<file path="src/rtl/pio_stream_out.sv">
// rtl/pio_stream_out.sv - Avalon-MM burst write slave feeding a FIFO drained as a valid/ready stream
module pio_stream_out #(
    parameter int DATA_W  = 128,
    parameter int DEPTH   = 8,
    parameter int BURST_W = 4
) (
    input  logic                       clk,
    input  logic                       reset_n,
    input  logic [1:0]                 avs_s0_address,
    input  logic                       avs_s0_write,
    input  logic [DATA_W-1:0]          avs_s0_writedata,
    input  logic [DATA_W/8-1:0]        avs_s0_byteenable,
    input  logic [BURST_W-1:0]         avs_s0_burstcount,
    output logic                       avs_s0_waitrequest,
    output logic [1:0]                 avs_s0_response,
    output logic                       avs_s0_writeresponsevalid,
    output logic [DATA_W-1:0]          pio_out,
    output logic                       pio_valid,
    input  logic                       pio_ready,
    output logic [$clog2(DEPTH):0]     fill_level
);

    localparam int AW   = $clog2(DEPTH);
    localparam int BE_W = DATA_W / 8;
    localparam logic [AW:0] FULL_CNT = (AW+1)'(DEPTH);

    typedef enum logic [1:0] {
        IDLE,
        BURST,
        RESP
    } state_t;

    state_t               state_q, state_d;
    logic [1:0]           burst_addr_q, burst_addr_d;
    logic [BURST_W-1:0]   beats_left_q, beats_left_d;
    logic                 err_q, err_d;

    logic [DATA_W-1:0]    mem [DEPTH];
    logic [AW-1:0]        rd_ptr, wr_ptr;
    logic [AW:0]          count;
    logic [DATA_W-1:0]    shadow;
    logic [DATA_W-1:0]    word;

    logic [1:0]           eff_addr;
    logic                 full, accept, push, pop, flush;

    // Decode the beat target and handshake; later burst beats reuse the latched address
    always_comb begin
        eff_addr           = (state_q == BURST) ? burst_addr_q : avs_s0_address;
        full               = (count == FULL_CNT);
        avs_s0_waitrequest = full && (eff_addr == 2'd0);
        accept             = avs_s0_write && !avs_s0_waitrequest;
        push               = accept && (eff_addr == 2'd0);
        flush              = accept && (eff_addr == 2'd1) && avs_s0_writedata[0];
        pop                = pio_valid && pio_ready;
    end

    // Byte-lane merge of the incoming beat over the last pushed word
    always_comb begin
        word = shadow;
        for (int i = 0; i < BE_W; i++) begin
            if (avs_s0_byteenable[i]) begin
                word[i*8 +: 8] = avs_s0_writedata[i*8 +: 8];
            end
        end
    end

    // Burst tracking: next state, remaining beats and sticky error
    always_comb begin
        state_d      = state_q;
        burst_addr_d = burst_addr_q;
        beats_left_d = beats_left_q;
        err_d        = err_q;
        case (state_q)
            IDLE, RESP: begin
                state_d = IDLE;
                if (accept) begin
                    burst_addr_d = avs_s0_address;
                    err_d        = (avs_s0_burstcount == '0) || avs_s0_address[1];
                    if (avs_s0_burstcount <= BURST_W'(1)) begin
                        beats_left_d = '0;
                        state_d      = RESP;
                    end else begin
                        beats_left_d = avs_s0_burstcount - 1'b1;
                        state_d      = BURST;
                    end
                end
            end
            BURST: begin
                if (accept) begin
                    beats_left_d = beats_left_q - 1'b1;
                    if (beats_left_q == BURST_W'(1)) begin
                        state_d = RESP;
                    end
                end
            end
            default: state_d = IDLE;
        endcase
    end

    // Burst state registers
    always_ff @(posedge clk) begin
        if (!reset_n) begin
            state_q      <= IDLE;
            burst_addr_q <= '0;
            beats_left_q <= '0;
            err_q        <= 1'b0;
        end else begin
            state_q      <= state_d;
            burst_addr_q <= burst_addr_d;
            beats_left_q <= beats_left_d;
            err_q        <= err_d;
        end
    end

    // FIFO storage, pointers and count; flush overrides a same-cycle pop
    always_ff @(posedge clk) begin
        if (!reset_n) begin
            rd_ptr <= '0;
            wr_ptr <= '0;
            count  <= '0;
            shadow <= '0;
            for (int i = 0; i < DEPTH; i++) begin
                mem[i] <= '0;
            end
        end else begin
            if (push) begin
                mem[wr_ptr] <= word;
                shadow      <= word;
            end
            if (flush) begin
                rd_ptr <= '0;
                wr_ptr <= '0;
                count  <= '0;
            end else begin
                if (push) wr_ptr <= wr_ptr + 1'b1;
                if (pop)  rd_ptr <= rd_ptr + 1'b1;
                if (push && !pop)      count <= count + 1'b1;
                else if (pop && !push) count <= count - 1'b1;
            end
        end
    end

    // Stream side and write response outputs
    always_comb begin
        pio_out                   = mem[rd_ptr];
        pio_valid                 = (count != '0);
        fill_level                = count;
        avs_s0_writeresponsevalid = (state_q == RESP);
        avs_s0_response           = ((state_q == RESP) && err_q) ? 2'b10 : 2'b00;
    end

endmodule

</file>
<file path="config.mk">
export PLATFORM = sky130hd
export DESIGN_NAME = pio_stream_out
export DESIGN_NICKNAME = d
export VERILOG_FILES = /design/src/rtl/pio_stream_out.sv
export SDC_FILE = /design/constraint.sdc
export NUM_CORES = 2
export LEC_CHECK = 0
export CORE_AREA = 2 2 365 223
export CTS_CLUSTER_DIAMETER = 50
export DETAILED_ROUTE_END_ITERATION = 8
export DIE_AREA = 0 0 367 225
export PLACE_DENSITY = 0.84
export SYNTH_ARGS = -nofsm -noshare
export SYNTH_HDL_FRONTEND = slang
export SYNTH_SLANG_ARGS = --single-unit
</file>
<file path="constraint.sdc">
create_clock -name clk -period 10.4 [get_ports clk]
set_clock_uncertainty 0.2 [all_clocks]
set_input_delay 1.04 -clock clk [delete_from_list [all_inputs] [get_ports clk]]
set_output_delay 1.04 -clock clk [all_outputs]
set_load 0.03 [all_outputs]
</file>
==> impl_summary.txt <==
----------------------------------------------------
[Logic synthesis]
  Synthesized net count ... between 3,000 and 4,000
  Gate count after technology mapping ... roughly 3,300
  Netlist cell types ... 47
  Netlist Area Pre-Place ... 0.0503 mm^2
  Top_reg_cell synth ... edfxtp_1
  Avg Synthesized Cell Area ... between 15 and 20 um^2
  Async set-or-reset flop fraction in the synthesized netlist ... 0%
  Number of flops mapped to enable cells by yosys ... approximately 1,000
  Flop and latch count out of synthesis ... approximately 1,200
  Yosys warning total ... 0
  Seq/Total Area, Yosys ... around two thirds

[Critical path]
  Startpoint type of the worst setup path ... flip-flop
  Critical path's largest stage delay ... between 1000 and 1500 ps
  Required time at the endpoint of the critical path ... approximately 9200 ps
  Arrival time reported for the critical path endpoint ... 4260 ps
  Cell class contributing the biggest share of worst-path delay ... buffers and inverters
  List of cells traversed by the critical path ... buf_4 > mux4_2 > mux2_2 > clkdlybuf4s50_1
  Crit Path Max Fanout ... 50
  Crit Path Class ... flip-flop to output port
  Combined buffer and inverter count along the critical path ... 2
  Critical-path cell with the highest stage delay ... dfxtp_4
  Sort of element at the end of the critical path ... output port

[CTS]
  H-tree levels ... 3
  CTS tree ... yes
  Post-CTS Resized ... 0
  Count of hold buffers inserted by post-cts repair ... 0
  Maximum clock path buffer count ... 3
  TritonCTS Buffers ... between 100 and 150
  Post-CTS repair timing setup buffer count ... 0
  Clock tree root buffer cell ... clkbuf_16
  Later-pin clock latency in the skew report ... between 600 and 700 ps
  Post-CTS clock slew at the launch and capture registers of the worst setup and hold paths ... approximately 70 ps
  Number of sinks driven by the clock tree ... ~1,200

[Drt]
  Number of violations reported at the end of detailed-routing iteration 0 ... ~4,300
  ANT nets after route ... 0
  Vias per std cell ... about 6.4
  Total number of vias ... ~30,000
  Routed length per instance ... 26.2 um
  Post-detailed-route DRC marker count ... 0
  First-pass DRT Iterations ... 6
  Final wirelength ... between 100,000 and 150,000 um

[Hold path]
  Classification of the worst-slack hold path ... flip-flop to flip-flop

[STA]
  Worst rel slew slack ... under 10%
  Unrepaired setup endpoints after global routing ... false
  Achievable Freq ... approximately 0.18 GHz
  Shortest period the worst path allows ... roughly 5500 ps
  Final Hold Vio Count ... 0
  Transition time at the pin with the least slew margin ... roughly 1300 ps
  Final Max Slew Viols ... 0
  Fin crit share ... ~53%
  Worst Hold Margin ... 282 ps
  Post-Route Setup TNS ... 0 ps
  Final-report setup violation count ... 0

[Power and ir drop]
  Largest voltage drop on the vdd net ... about 0.00028 V
  Power per cell area ... approximately 220 mW/mm^2
  Leakage power ... roughly 0.019 uW

[Floorplanning]
  Height of the die ... 225 um
  Area of the die ... 0.0826 mm^2
  Starting density of the core ... ~64%
  Horizontal die dimension ... around 370 um
  Total I/O pin count ... roughly 290
  Core Rows ... 80
  Placeable Area ... about 0.08 mm^2

[Status]
  Result of the run ... finished, final reports clean

[Global routing]
  Global-route wire length before repair ... around 190,000 um
  Largest net degree at the start of global routing ... between 100 and 150
  GRT Residual Overflow ... 0
  Total global routing track utilization ... a little under a third
  Number of global-route vias before repair ... slightly above 30,000
  Initial antenna violation count ... 1

[Placement]
  RePlAce Congestion ... approximately 0.79
  Placed Instances ... between 4,000 and 5,000
  DP Wirelength ... 64,500 um
  Number of port buffers ... just under 300
  Placement-stage cell area ... 0.0535 mm^2

[Finish]
  Area of the multi-input gates ... roughly 0.015 mm^2
  Share of final-layout standard cells stronger than drive strength 1 ... a little under a fifth
  Post-route standard cell area excluding fillers ... approximately 0.057 mm^2
  Final Non-Filler Cells ... 4,690
  Final nets ... roughly 3,700
  Finished Core Util ... ~72%
  Post-synthesis to final-layout area growth ... 13.2%
  Register area ... 0.0338 mm^2
  Fill count ... 4,874

[Run]
  Count of max-cap constraint violations ... 0

----------------------------------------------------
power breakdown:
part           total [uW]  switching [uW]  internal [uW]
Clock                3890            1710           2190
Sequential           5560             177           5390
Combinational        2950            1630           1320
Total               12400            3510           8890
cell usage after synthesis (2+ instances only):
| cell type | n | area [um^2] |
|---|---|---|
| a211oi_2 | 80 | 1000 |
| clkbuf_1 | 72 | 270 |
| ha_1 | 10 | 125 |
| buf_12 | 10 | 200 |
| o21ai_0 | 7 | 35.0 |
| nand3b_1 | 4 | 30.0 |
| a31oi_1 | 2 | 12.5 |
| buf_1 | 22 | 82.6 |
| buf_4 | 11 | 82.6 |
| buf_2 | 107 | 536 |
| edfxtp_1 | 1024 | 30700 |
| mux2i_1 | 134 | 1340 |
| xnor2_1 | 3 | 26.3 |
| nor2_1 | 1172 | 4400 |
| and3_1 | 3 | 18.8 |
| a211oi_1 | 51 | 383 |
| nor3b_1 | 3 | 22.5 |
| nand3_4 | 3 | 52.6 |
| nand2_1 | 16 | 60.1 |
| or3_1 | 2 | 12.5 |
| buf_6 | 26 | 293 |
| xor2_1 | 4 | 35.0 |
| nand2b_1 | 4 | 25.0 |
| dfxtp_1 | 150 | 3000 |
| mux4_2 | 256 | 5770 |
| a21oi_1 | 11 | 55.1 |
| nand3_1 | 5 | 25.0 |
| nor3_1 | 4 | 20.0 |
| inv_1 | 6 | 22.5 |
| mux2_2 | 128 | 1440 |
| o32ai_1 | 2 | 17.5 |
| and2_1 | 2 | 12.5 |
registers in the layout, indices dropped and copies added (netlist names), named ones only:
name and count:
burst_addr_q 2, fill_level 4, rd_ptr 3, wr_ptr 3, err_q 1, beats_left_q 4, state_q 2, shadow 128
mem 1024
layout by cell type, fill, tap and decap left out, types with 4 or more instances in the layout:
master           netlist  final
nor2_1              1172   1172
nand2_1               16      8
edfxtp_1            1024   1024
clkbuf_8               0      5
inv_1                  6      5
bufinv_16              0     12
a21oi_1               11     11
clkinv_2               0     14
buf_4                 11     38
xor2_1                 4      4
clkdlybuf4s50_1        0    289
nand3_1                5      4
o21ai_0                7      7
mux2i_1              134    134
clkbuf_16              0    105
ha_1                  10     10
a211oi_1              51     51
nor3_1                 4      4
a211oi_2              80     80
nand2_4                0      8
clkinv_1               0     21
nand3_4                3      4
dfxtp_1              150    147
nand3b_1               4      4
buf_12                10      5
nand2b_1               4      4
mux4_2               256    256
clkbuf_1              72     25
mux2_2               128    128
through the flow:
stage | setup WS [ps] | power [uW]
after floorplan | 4840 | 7720
after global placement | 4840 | 8550
after detailed placement | 4760 | 8600
after CTS | 4740 | 12400
after global routing | 4580 | 12800
final | 4900 | 12400
final timing paths:
path,start,to,slack [ps],cells after the start
worst max-delay path,flip-flop,pio_out[13],4900,4
worst min register to register,rd_ptr[1]$_SDFFE_PP0P_,flip-flop,280,2
worst max register to register,state_q[0]$_SDFFE_PN0P_,mem[3][68]$_SDFFCE_PN0P_,5620,7
worst min-delay path,rd_ptr[1]$_SDFFE_PP0P_,flip-flop,280,2
final cells by class:
type	instances	area share (%)
Sequential cell	1174	59.3
Clock buffer	135	4.90
Tap cell	1066	2.34
Clock inverter	56	1.05
Multi-Input combinational cell	1920	26.6
Timing Repair Buffer	332	5.76
Inverter	6	0.0484
Antenna cell	1	0.00440
kinds of logic after synthesis:
family / count (synthesis) / synth area share (%)
other: 1 / 0.00746
adder cells (fa/ha/maj): 11 / 0.289
multiplexers: 518 / 17.0
buffers and inverters: 255 / 2.99
flip-flops: 1174 / 67.1
AO/OA/AOI/OAI: 161 / 3.13
AND/OR/NAND/NOR: 1222 / 9.36
XOR/XNOR: 7 / 0.122
per-layer routing:
layer	GRT usage, %	part of all wire, %
met1	44.4	39
met2	46.8	47
met3	6.31	12
met4	7.27	2.0
met5	0	0
worst register-to-register path: stages, from the launching register on:
cell,delay (ps)
dfxtp_1,480
or4b_1,520
o31ai_2,130
and3_4,730
nand3_4,170
nand2_4,700
buf_4,720
buf_4,710
Note: power is estimated with default switching activity, not from simulation.
